File: config.mk
export PLATFORM = sky130hd
export DESIGN_NAME = sort_mem_arbiter_flat
export DESIGN_NICKNAME = d
export VERILOG_FILES = /design/src/rtl/sort_mem_arbiter_if.sv /design/src/rtl/sort_mem_arbiter.sv /design/src/flat_wrapper.sv
export SDC_FILE = /design/constraint.sdc
export NUM_CORES = 1
export LEC_CHECK = 0
export CAP_MARGIN = 5
export CELL_PAD_IN_SITES_DETAIL_PLACEMENT = 1
export CELL_PAD_IN_SITES_GLOBAL_PLACEMENT = 2
export CORE_MARGIN = 8
export CORE_UTILIZATION = 16
export DETAILED_ROUTE_END_ITERATION = 12
export PLACE_DENSITY = 0.84
export SLEW_MARGIN = 20
export SYNTH_ARGS = -nofsm -noshare
export SYNTH_HDL_FRONTEND = slang
export SYNTH_SLANG_ARGS = --single-unit
File: constraint.sdc
create_clock -name clk -period 2.4 [get_ports clk]
set_clock_uncertainty 0.2 [all_clocks]
set_input_delay 0.36 -clock clk [delete_from_list [all_inputs] [get_ports clk]]
set_output_delay 0.36 -clock clk [all_outputs]
set_load 0.03 [all_outputs]
File: src/rtl/sort_mem_arbiter_if.sv
// Bus bundle for the sort memory arbiter: host port, sorter port,
// shared read data, memory macro side and lock status.
interface sort_mem_arbiter_if #(
    parameter int AW = 4,
    parameter int DW = 8
);
    logic          h_req;
    logic          h_wr;
    logic [AW-1:0] h_addr;
    logic [DW-1:0] h_wdata;
    logic          h_gnt;
    logic          h_rvalid;

    logic          s_req;
    logic          s_wr;
    logic [AW-1:0] s_addr;
    logic [DW-1:0] s_wdata;
    logic          s_lock;
    logic          s_gnt;
    logic          s_rvalid;

    logic [DW-1:0] rdata;

    logic          mem_en;
    logic          mem_wr;
    logic [AW-1:0] mem_addr;
    logic [DW-1:0] mem_wdata;
    logic [DW-1:0] mem_rdata;

    logic          locked;
    logic          lock_err;

    // Arbiter side
    modport slave (
        input  h_req, h_wr, h_addr, h_wdata,
        input  s_req, s_wr, s_addr, s_wdata, s_lock,
        input  mem_rdata,
        output h_gnt, h_rvalid, s_gnt, s_rvalid, rdata,
        output mem_en, mem_wr, mem_addr, mem_wdata,
        output locked, lock_err
    );

    // Requesters plus memory macro side
    modport master (
        output h_req, h_wr, h_addr, h_wdata,
        output s_req, s_wr, s_addr, s_wdata, s_lock,
        output mem_rdata,
        input  h_gnt, h_rvalid, s_gnt, s_rvalid, rdata,
        input  mem_en, mem_wr, mem_addr, mem_wdata,
        input  locked, lock_err
    );
endinterface

File: src/rtl/sort_mem_arbiter.sv
// Shares the single-port sort memory between the host port and the sort
// engine. Round-robin per access; the sorter may lock the port for an
// atomic read/read/write/write swap, guarded by a lock watchdog.
module sort_mem_arbiter #(
    parameter int AW       = 4,
    parameter int DW       = 8,
    parameter int MAX_LOCK = 16
) (
    input  logic                 clk,
    input  logic                 rst_n,
    sort_mem_arbiter_if.slave    bus
);
    localparam int WDW = $clog2(MAX_LOCK + 1);

    typedef enum logic { FREE, LOCKED } state_t;
    typedef enum logic { PTR_HOST, PTR_SORT } ptr_t;

    state_t        state, state_n;
    ptr_t          ptr, ptr_n;
    logic [WDW-1:0] wd, wd_n;
    logic          err_q, err_n;
    logic          h_gnt, s_gnt;
    logic          h_pend, s_pend;
    logic [DW-1:0] rdata_q;
    logic [AW-1:0] addr_mux;
    logic [DW-1:0] wdata_mux;
    logic          wr_mux;

    // State, pointer, watchdog and read-return registers
    always_ff @(posedge clk) begin
        if (!rst_n) begin
            state   <= FREE;
            ptr     <= PTR_HOST;
            wd      <= '0;
            err_q   <= 1'b0;
            h_pend  <= 1'b0;
            s_pend  <= 1'b0;
            rdata_q <= '0;
        end else begin
            state  <= state_n;
            ptr    <= ptr_n;
            wd     <= wd_n;
            err_q  <= err_n;
            h_pend <= h_gnt && !bus.h_wr;
            s_pend <= s_gnt && !bus.s_wr;
            if (h_pend || s_pend)
                rdata_q <= bus.mem_rdata;
        end
    end

    // Grant decision, lock FSM next state and watchdog
    always_comb begin
        h_gnt   = 1'b0;
        s_gnt   = 1'b0;
        state_n = state;
        ptr_n   = ptr;
        wd_n    = wd;
        err_n   = err_q;
        if (rst_n) begin
            case (state)
                FREE: begin
                    wd_n = '0;
                    if (bus.h_req && (!bus.s_req || ptr == PTR_HOST))
                        h_gnt = 1'b1;
                    else if (bus.s_req)
                        s_gnt = 1'b1;
                    if (h_gnt) ptr_n = PTR_SORT;
                    if (s_gnt) ptr_n = PTR_HOST;
                    if (s_gnt && bus.s_lock) state_n = LOCKED;
                end
                LOCKED: begin
                    // Host is shut out; pointer stays put until release.
                    s_gnt = bus.s_req;
                    if (s_gnt) begin
                        wd_n = '0;
                        if (!bus.s_lock) begin
                            state_n = FREE;
                            ptr_n   = PTR_HOST;
                        end
                    end else if (!bus.s_lock) begin
                        state_n = FREE;
                        ptr_n   = PTR_HOST;
                        wd_n    = '0;
                    end else if (wd == WDW'(MAX_LOCK - 1)) begin
                        // This idle cycle is the MAX_LOCK-th: force release.
                        state_n = FREE;
                        ptr_n   = PTR_HOST;
                        wd_n    = '0;
                        err_n   = 1'b1;
                    end else begin
                        wd_n = wd + WDW'(1);
                    end
                end
                default: state_n = FREE;
            endcase
        end
    end

    // Memory command mux from the granted side; zeros when idle
    always_comb begin
        wr_mux    = 1'b0;
        addr_mux  = '0;
        wdata_mux = '0;
        if (h_gnt) begin
            wr_mux    = bus.h_wr;
            addr_mux  = bus.h_addr;
            wdata_mux = bus.h_wdata;
        end else if (s_gnt) begin
            wr_mux    = bus.s_wr;
            addr_mux  = bus.s_addr;
            wdata_mux = bus.s_wdata;
        end
    end

    assign bus.h_gnt     = h_gnt;
    assign bus.s_gnt     = s_gnt;
    assign bus.mem_en    = h_gnt | s_gnt;
    assign bus.mem_wr    = wr_mux;
    assign bus.mem_addr  = addr_mux;
    assign bus.mem_wdata = wdata_mux;
    assign bus.locked    = (state == LOCKED);
    assign bus.lock_err  = err_q;

    // Memory data arrives in the return cycle itself, so it is passed
    // through then and held in rdata_q afterwards. Reset kills any
    // in-flight return immediately.
    assign bus.h_rvalid = rst_n & h_pend;
    assign bus.s_rvalid = rst_n & s_pend;
    assign bus.rdata    = !rst_n ? '0 :
                          (h_pend || s_pend) ? bus.mem_rdata : rdata_q;
endmodule

File: src/flat_wrapper.sv
// flat-port wrapper written by rule: the top's interface ports become plain ports
module sort_mem_arbiter_flat 
#(
    parameter int AW       = 4,
    parameter int DW       = 8,
    parameter int MAX_LOCK = 16
)
  (clk, rst_n, bus_h_req, bus_h_wr, bus_h_addr, bus_h_wdata, bus_s_req, bus_s_wr, bus_s_addr, bus_s_wdata, bus_s_lock, bus_mem_rdata, bus_h_gnt, bus_h_rvalid, bus_s_gnt, bus_s_rvalid, bus_rdata, bus_mem_en, bus_mem_wr, bus_mem_addr, bus_mem_wdata, bus_locked, bus_lock_err);
  sort_mem_arbiter_if #(.AW(AW), .DW(DW)) bus_i ();
  input  logic clk;
  input  logic rst_n;
  input wire logic [$bits(bus_i.h_req)-1:0] bus_h_req;
  input wire logic [$bits(bus_i.h_wr)-1:0] bus_h_wr;
  input wire logic [$bits(bus_i.h_addr)-1:0] bus_h_addr;
  input wire logic [$bits(bus_i.h_wdata)-1:0] bus_h_wdata;
  input wire logic [$bits(bus_i.s_req)-1:0] bus_s_req;
  input wire logic [$bits(bus_i.s_wr)-1:0] bus_s_wr;
  input wire logic [$bits(bus_i.s_addr)-1:0] bus_s_addr;
  input wire logic [$bits(bus_i.s_wdata)-1:0] bus_s_wdata;
  input wire logic [$bits(bus_i.s_lock)-1:0] bus_s_lock;
  input wire logic [$bits(bus_i.mem_rdata)-1:0] bus_mem_rdata;
  output wire logic [$bits(bus_i.h_gnt)-1:0] bus_h_gnt;
  output wire logic [$bits(bus_i.h_rvalid)-1:0] bus_h_rvalid;
  output wire logic [$bits(bus_i.s_gnt)-1:0] bus_s_gnt;
  output wire logic [$bits(bus_i.s_rvalid)-1:0] bus_s_rvalid;
  output wire logic [$bits(bus_i.rdata)-1:0] bus_rdata;
  output wire logic [$bits(bus_i.mem_en)-1:0] bus_mem_en;
  output wire logic [$bits(bus_i.mem_wr)-1:0] bus_mem_wr;
  output wire logic [$bits(bus_i.mem_addr)-1:0] bus_mem_addr;
  output wire logic [$bits(bus_i.mem_wdata)-1:0] bus_mem_wdata;
  output wire logic [$bits(bus_i.locked)-1:0] bus_locked;
  output wire logic [$bits(bus_i.lock_err)-1:0] bus_lock_err;
  assign bus_i.h_req = bus_h_req;
  assign bus_i.h_wr = bus_h_wr;
  assign bus_i.h_addr = bus_h_addr;
  assign bus_i.h_wdata = bus_h_wdata;
  assign bus_i.s_req = bus_s_req;
  assign bus_i.s_wr = bus_s_wr;
  assign bus_i.s_addr = bus_s_addr;
  assign bus_i.s_wdata = bus_s_wdata;
  assign bus_i.s_lock = bus_s_lock;
  assign bus_i.mem_rdata = bus_mem_rdata;
  assign bus_h_gnt = bus_i.h_gnt;
  assign bus_h_rvalid = bus_i.h_rvalid;
  assign bus_s_gnt = bus_i.s_gnt;
  assign bus_s_rvalid = bus_i.s_rvalid;
  assign bus_rdata = bus_i.rdata;
  assign bus_mem_en = bus_i.mem_en;
  assign bus_mem_wr = bus_i.mem_wr;
  assign bus_mem_addr = bus_i.mem_addr;
  assign bus_mem_wdata = bus_i.mem_wdata;
  assign bus_locked = bus_i.locked;
  assign bus_lock_err = bus_i.lock_err;
  sort_mem_arbiter #(.AW(AW), .DW(DW), .MAX_LOCK(MAX_LOCK)) u_core (.clk(clk), .rst_n(rst_n), .bus(bus_i));
endmodule
==> metrics.md <==
| Metric | Value |
|---|---|
| Status | finished, final reports clean |
| Port Buf Inserts | 66 |
| Post-Syn Area | roughly 870 um^2 |
| Ys flop type | dfxtp_1 |
| RePlAce Congestion | 0.661 |
| DR WL/cell | approximately 14 um |
| YS warnings | 0 |
| 1st-pass router iterations | 2 |
| HP Start | u_core.wd[0]$_SDFF_PP0_ |
| Max FO, Critical Path | 15 |
| First-pass GRT wire length | a little over 5000 um |
| PD cells | ~480 mW/mm^2 |
| Worst-Margin Slew | between 0.3 and 0.4 ns |
| DP Area | between 0.0015 and 0.002 mm^2 |
| Design Area, Final | between 0.0015 and 0.002 mm^2 |
| Final cell count without fillers | 241 |
| Largest net degree at the start of global routing | 16 |
| Leakage power | roughly 0.70 nW |
| WS Path Type | in2out |
| Area of the core | 0.00537 mm^2 |
| # IOs | 67 |
| Die Y-Extent | 89.6 um |
| R2R Path Start | u_core.wd[0]$_SDFF_PP0_ |
| Startpoint types | input pin |
| Post-synth cell types | 24 |
| Syn avg cell area | ~8.8 um^2 |
| Final WL | about 3300 um |
| RSZ-0062 raised after global routing | no |
| Post-placement worst setup slack | -0.186 ns |
| EDFF count, synth | 0 |
| H-tree depth | 1 |
| Iter 0 DRT Violations | 35 |
| Die X-Extent | approximately 90 um |
| Critical path startpoint | rst_n |
| Placed Cells | about 240 |
| Largest cells by area after synthesis | dfxtp_1 42%, a22o_1 13%, o21ai_0 6.3% |
| Final hold vios | 0 |
| Syn_nets | 139 |
| Seq/Total Area, Yosys | 0.416 |
| Number of routed nets with antenna violations | 0 |
| CTS tree | built |
| Root Buffer | clkbuf_8 |
| Layout cell share with drive strength beyond 1 | 0.237 |
| Clock Sink Count | 18 |
| Fin crit share | 0.944 |
| Vias per inst | about 4 |
| Row cnt | 27 |
| Fill count | slightly above 600 |
| Yosys top cell area share | 0.416 |
| Final WS setup | 0.135 ns |
| Vias in the first global route | approximately 1000 |
| Maximum VDD drop | approximately 0.00020 V |
| Worst path arrival time | 1.70 ns |
| Initial antenna violation count | 0 |
| Worst-path clk slew | 0.07 ns |
| Hold_buf cts | 0 |
| Fin crit period | 2.26 ns |
| Final Util | 0.317 |
| Nets@finish | 211 |
| Peak Freq | roughly 440 MHz |
| Via count | around 970 |
| Slew headroom | 0.753 |
| Clk_lat worst skew | around 0.25 ns |
| GRT Util Overall | 0.0823 |
| Area delta synth->final | 96.1% |
| Async SR Flop Fraction | 0 |
| Max Root-Sink Buffers | 2 |
| GRT overflow | 0 |
| WP data required | 1.84 ns |
| Initial core utilization | 0.161 |
| Final setup vio count | 0 |
| Final Slew Violations | 0 |
| Fin Hold WS | about 0.25 ns |
| Synth area leader | dfxtp_1 |
| Min-Delay Path Class | reg2reg |
| Max cap viols | 0 |
| CP endpoint kind | primary output |
| Post-synthesis register bit count | 18 |
| Setup Fix Bufs, Post-CTS | 0 |
| DIE AREA | approximately 0.0080 mm^2 |
| Num CTS Buffers | 3 |
| Cells after Synth | 98 |
| N_diodes | 0 |
| # DRC | 0 |
| Post-DP HPWL | between 2000 and 3000 um |
[final cells by class]
type                       count  area [um^2]  share of cell area
sequential                    18          360               0.212
tap                           72         90.1              0.0530
timing repair buffer          73          712               0.419
inverter                       2         7.51             0.00442
clock buffer                   4         55.1              0.0324
multi-input combinational     72          475               0.280
[Yosys cell counts, types with 3 or more instances]
cell / count
and3_1: 3
clkbuf_1: 4
a21boi_1: 4
nor2_1: 8
nand2_1: 10
a22o_1: 13
dfxtp_1: 18
nor2b_1: 4
a21boi_0: 4
o21ai_0: 11
[what timing repair did]
item,4_1_cts,5_1_grt
cloned,0,1
endpoints found under the setup margin,13,13
endpoints found under the hold margin,0,0
pin swaps,0,8
gates resized for setup,15,3
[placed cells by master (no fill, tap or decap), drive strengths merged]
cell type and instances:
clkdlybuf4s50 39, buf 33, dfxtp 18, a22o 13, o21ai 11, nand2 10
nor2 8, a21boi 8, nor2b 4, clkbuf 4, and3 4, o21a 2
and2 2, inv 2, ha 2, or3b 1, or4b 1, nand3 1
xor2 1, xnor2 1, and4b 1, nand2b 1, a31oi 1, dlymetal6s2s 1
[flip-flops by register name (all words and copies together), names as in the netlist]
signal / count
u_core.bus.locked: 1
u_core.bus.lock_err: 1
u_core.rdata_q: 8
u_core.ptr: 1
u_core.h_pend: 1
u_core.s_pend: 1
u_core.wd: 5
[through the flow]
| step | TNS, ns | power (mW) |
|---|---|---|
| 2_1_floorplan | 0 | 0.430 |
| 3_3_place_gp | -2.31 | 0.556 |
| 3_5_place_dp | -2.33 | 0.557 |
| 4_1_cts | 0 | 0.823 |
| 5_1_grt | 0 | 0.857 |
| 6_report | 0 | 0.808 |
[logic make-up after synthesis]
| logic type | after synthesis | synth area share |
|---|---|---|
| compound gates | 35 | 0.289 |
| buf+inv | 9 | 0.0577 |
| simple gates | 32 | 0.189 |
| xor+xnor | 2 | 0.0202 |
| fa+ha+maj | 2 | 0.0289 |
| flops | 18 | 0.416 |
[layer usage]
layer	global-route usage	vias up	share of wire
li1	-	492	-
met1	0.0866	442	0.40
met2	0.154	27	0.53
met3	0.0264	4	0.066
met4	0.0196	0	0.010
met5	0	-	0
[power by group]
group          leakage, nW  internal [mW]  switching, mW
registers            0.146          0.309        0.00510
logic                0.525          0.135          0.116
clock network       0.0288          0.145         0.0977
total                0.700          0.589          0.219
[worst paths after layout]
| path | to | cells past startpoint | slack [ns] |
|---|---|---|---|
| worst max register to register | u_core.wd[3]$_SDFF_PP0_ | 5 | 0.44 |
| worst min-delay path | u_core.wd[0]$_SDFF_PP0_ | 1 | 0.25 |
| worst max-delay path | bus_mem_addr[2] | 6 | 0.14 |
| worst min register to register | u_core.wd[0]$_SDFF_PP0_ | 1 | 0.25 |
[critical path: stages]
cell,delay (ns)
clkdlybuf4s50_1,0.56
buf_4,0.16
and3_1,0.19
buf_12,0.15
a22o_1,0.14
buf_6,0.13
(Power assumes the default switching activity.)
